## config.mk

```make
export PLATFORM = sky130hd
export DESIGN_NAME = hs_consumer_fifo
export DESIGN_NICKNAME = d
export VERILOG_FILES = /design/src/rtl/hs_consumer_fifo.sv
export SDC_FILE = /design/constraint.sdc
export NUM_CORES = 1
export LEC_CHECK = 0
export CAP_MARGIN = 20
export CORE_MARGIN = 3
export CORE_UTILIZATION = 52
export DETAILED_ROUTE_END_ITERATION = 6
export PLACE_DENSITY = 0.8
export REMOVE_ABC_BUFFERS = 1
export SYNTH_ARGS = -nofsm -noshare
export SYNTH_HDL_FRONTEND = slang
export SYNTH_SLANG_ARGS = --single-unit
```

## constraint.sdc

```tcl
create_clock -name clk -period 2.4 [get_ports clk]
set_clock_uncertainty 0.1 [all_clocks]
set_input_delay 0.48 -clock clk [delete_from_list [all_inputs] [get_ports clk]]
set_output_delay 0.48 -clock clk [all_outputs]
set_load 0.01 [all_outputs]
```

## src/rtl/hs_consumer_fifo.sv

```systemverilog
// hs_consumer_fifo: ready/ack handshake consumer feeding a DEPTH-entry FIFO
// with a valid/ready stream output, backpressure and a running receive count.
module hs_consumer_fifo #(
  parameter int N          = 8,
  parameter int DEPTH      = 4,
  parameter int FOUR_PHASE = 0
) (
  input  logic                     clk,
  input  logic                     rst_l,
  input  logic                     ready,
  output logic                     ack,
  input  logic [N-1:0]             pdata,
  output logic                     out_valid,
  input  logic                     out_rdy,
  output logic [N-1:0]             out_data,
  output logic [$clog2(DEPTH):0]   level,
  output logic [15:0]              rx_count
);

  localparam int AW = $clog2(DEPTH);
  localparam int LW = AW + 1;

  // ACKED doubles as the registered ack bit in both modes
  typedef enum logic {
    IDLE  = 1'b0,
    ACKED = 1'b1
  } state_e;

  state_e         state_q, state_d;
  logic [N-1:0]   mem_q [DEPTH];
  logic [AW-1:0]  wptr_q, rptr_q;
  logic [LW-1:0]  level_q, level_d;
  logic [15:0]    rx_q;
  logic           full;
  logic           push;
  logic           pop;

  assign full      = (level_q == LW'(DEPTH));
  assign out_valid = (level_q != '0);
  assign out_data  = mem_q[rptr_q];
  assign pop       = out_valid && out_rdy;
  assign ack       = (state_q == ACKED);
  assign level     = level_q;
  assign rx_count  = rx_q;

  // handshake FSM: capture decision and next ack state
  always_comb begin
    state_d = state_q;
    push    = 1'b0;
    case (state_q)
      IDLE: begin
        if (ready && !full) begin
          push    = 1'b1;
          state_d = ACKED;
        end
      end
      ACKED: begin
        if (FOUR_PHASE == 0 || !ready) begin
          state_d = IDLE;
        end
      end
      default: state_d = IDLE;
    endcase
  end

  // occupancy update; a pop never frees room for a same-cycle push
  always_comb begin
    level_d = level_q;
    case ({push, pop})
      2'b10:   level_d = level_q + LW'(1);
      2'b01:   level_d = level_q - LW'(1);
      default: level_d = level_q;
    endcase
  end

  // control state, pointers, occupancy and receive counter
  always_ff @(posedge clk or negedge rst_l) begin
    if (!rst_l) begin
      state_q <= IDLE;
      wptr_q  <= '0;
      rptr_q  <= '0;
      level_q <= '0;
      rx_q    <= '0;
    end else begin
      state_q <= state_d;
      level_q <= level_d;
      if (push) begin
        wptr_q <= wptr_q + 1'b1;
        rx_q   <= rx_q + 16'd1;
      end
      if (pop) begin
        rptr_q <= rptr_q + 1'b1;
      end
    end
  end

  // storage array, contents are don't-care after reset
  always_ff @(posedge clk) begin
    if (push) begin
      mem_q[wptr_q] <= pdata;
    end
  end

endmodule

```

==> flow_summary.yaml <==
run_status:
  status: "finished clean"
synth:
  synth_async_sr_flop_share: 0.429
  synth_cells: 139
  seq_area_frac_synth: 0.668
  syn_area_um2: 2340
  synth_commonest_cells: "edfxtp_1 (32), dfrtp_1 (24), xnor2_1 (13), mux4_2 (8), xor2_1 (8)"
  yosys.area.top_type: "edfxtp_1"
  synth_top_family_by_area: "simple AND/OR/NAND/NOR gates"
  yosysUniqueCellTypes: 29
  synth_top_area_share: 0.411
  synth_compound_area_frac: 0.00214
  synth-simple-area-share: 0.108
  avgSynthCellArea_um2: 16.8
  synth.area.top_cells: "edfxtp_1 (41%), dfrtp_1 (26%), mux4_2 (7.7%)"
  synth_seq_cells: 56
  synth_ff_type: "edfxtp_1"
  muxShareOfSynthArea: 0.0862
  synthXorXnorAreaFrac: 0.0787
  synthAdderAreaFrac: 0.0407
  ys_warn_count: 0
  synth_edf_count: 32
  yosysMostFrequentCell: "edfxtp_1"
clock_tree:
  cts_tree: "done"
  cts_buffer_depth: 2
  clk_pin_slew_ns: 0.09
  root_buffer: "clkbuf_8"
  clock_sinks: 56
  post_cts.repair.setup_buffers: 0
  clkLatencyLatePin_ns: 0.30
  numCtsBuffers: 5
  cts.htree.levels: 2
routing:
  vias: 1254
  dr.max_layer_used: "met4"
  wl_met1_mm: 1.73
  routed_via_density: 5.25
  wl_per_cell_um: 17.1
  dr.pass1.iters: 4
  drtAntennaViolNets: 0
  drt-initial-drc-count: 103
  wl_met2_mm: 2.12
  met3_length_um: 211
  drc: 0
  wirelength_mm: 4.08
worst_setup_path:
  worst_ep_required_time_ns: 2.53
  end_kind: "register"
  critPathSlowestCell: "dfrtp_1"
  critical_path_class: "reg -> reg"
  slowest_delay_ns: 0.46
  critical_path.cell_chain: "nor3b_4 -> nor3b_2 -> inv_2 -> ha_1 -> inv_1 -> fa_1 -> xor2_1 -> nor2_1 -> xor2_1"
  crit_path_start_kind: "register"
  cp.arrival_ns: 2.39
  cpMostUsedCell: "xor2_1"
  cp_max_fo: 5
place:
  io_buffers: 40
  place_inst: 231
  placed_area_um2: 2820
  gp_congestion: 0.800
  dpl.hpwl_mm: 3.04
layout:
  diodes: 0
  drive_above_1_share: 0.132
  stdcell_area_um2: 2890
  post-route-util: 0.693
  area_growth_syn_to_layout_pct: 23.7
  fin_nets: 207
  final_cells: 239
pwr:
  power.leakage_uw: 0.00114
  powerDensity_nw_per_um2: 1020
  peakVddDrop_mv: 0.766
floorplanning:
  initial_utilization: 0.560
  die_y_um: 73.0
  rows: 23
  io_pins: 41
  core_area_um2: 4170
  fp.dieW_um: 73.0
  dieArea_um2: 5330
global_route:
  groute.usage.overall: 0.171
  antenna_found_initial: 0
  grt_pass1_wl_mm: 6.75
  grt_max_degree: 25
  grt-ovfl-total: 0
  grt_pass1_vias: 1360
sta:
  tns_ns: 0
  rsz0062_at_grt: "no"
  setup_viol: 0
  fmax_mhz: 443
  finalMaxSlewViolations: 0
  fin_crit_ns: 2.26
  final-hold-violation-count: 0
  maxSlewHeadroom: 0.705
  worst_pin_slew_ns: 0.443
  min_period_over_period: 0.941
run:
  drv_cap: 0
worst_hold_path:
  hold_path.class: "reg -> reg"
[area by class of cell]
type	instances	area, µm²
fillers	281	1280
flip-flops and latches	56	1560
clock buffers	7	76.3
well taps	50	62.6
multi-input cells	74	737
repair buffers	45	428
inverters	6	22.5
clock inverters	1	3.75
[through the flow]
step                hold WS [ns]  power, µW  setup slack [ns]
floorplan                 0.0844       2020             0.231
global placement           0.362       2510             0.109
detailed placement         0.362       2580            0.0268
CTS                        0.379       2990             0.108
global route               0.423       3150           0.00883
finish                     0.375       2950             0.141
[report_power, final]
| group | total, µW | internal [µW] | switching (µW) | leakage, µW |
|---|---|---|---|---|
| logic | 1060 | 578 | 485 | 0.000502 |
| clock network | 480 | 204 | 276 | 0.0000399 |
| registers | 1410 | 1230 | 179 | 0.000600 |
[kinds of logic after synthesis]
family | after synthesis
flops | 56
compound gates | 1
simple gates | 35
xor+xnor | 21
buf+inv | 9
fa+ha+maj | 7
mux | 10
[flip-flops by register name, summed over array words and instances (netlist names)]
signal and flops:
ack 1, level 3, mem_q 32, rptr_q 2, rx_count 16, wptr_q 2
[routing by layer]
metal	up-vias	GRT usage
met5	-	0
met1	617	0.224
met2	31	0.282
met4	0	0.0430
met3	5	0.0455
li1	601	-
[critical path: cells and delay by family, from the launching register on]
kind | cells | cell delay, ns
buffers and inverters | 2 | 0.12
adder cells (fa/ha/maj) | 2 | 0.55
flip-flops | 1 | 0.46
AND/OR/NAND/NOR | 3 | 0.64
XOR/XNOR | 2 | 0.31
[layout by cell type (no fill, tap or decap), drive strengths merged]
master	n
fa	1
dfrtp	24
and2	7
nand2	6
mux4	8
clkinv	1
dlygate4sd2	8
nor3b	2
nor2	1
nor3	3
xnor2	13
inv	6
and4	1
mux2i	1
nand3	5
o21ai	1
ha	6
buf	5
nand3b	1
or3	1
and3	4
mux2	1
xor2	8
clkdlybuf4s50	32
nand4	4
clkbuf	7
edfxtp	32
[worst paths after layout]
path / start / end / slack [ns] / depth (start not counted)
hold reg to reg: rx_count[15] / rx_count[15] / 0.37 / 1
setup reg to reg: level[0] / level[2] / 0.14 / 9
hold / removal: rx_count[15] / rx_count[15] / 0.37 / 1
min in group asynchronous: rst_l / rx_count[15] / 0.42 / 2
setup / recovery: level[0] / level[2] / 0.14 / 9
max in group asynchronous: rst_l / wptr_q[0] / 1.55 / 2
[repair_timing]
action,in CTS,in global routing
hold endpoints to repair,0,0
endpoints found under the setup margin,8,0
gates resized for setup,8,0
hold buffers,0,0
No activity file was read; power rests on OpenSTA's default activity.
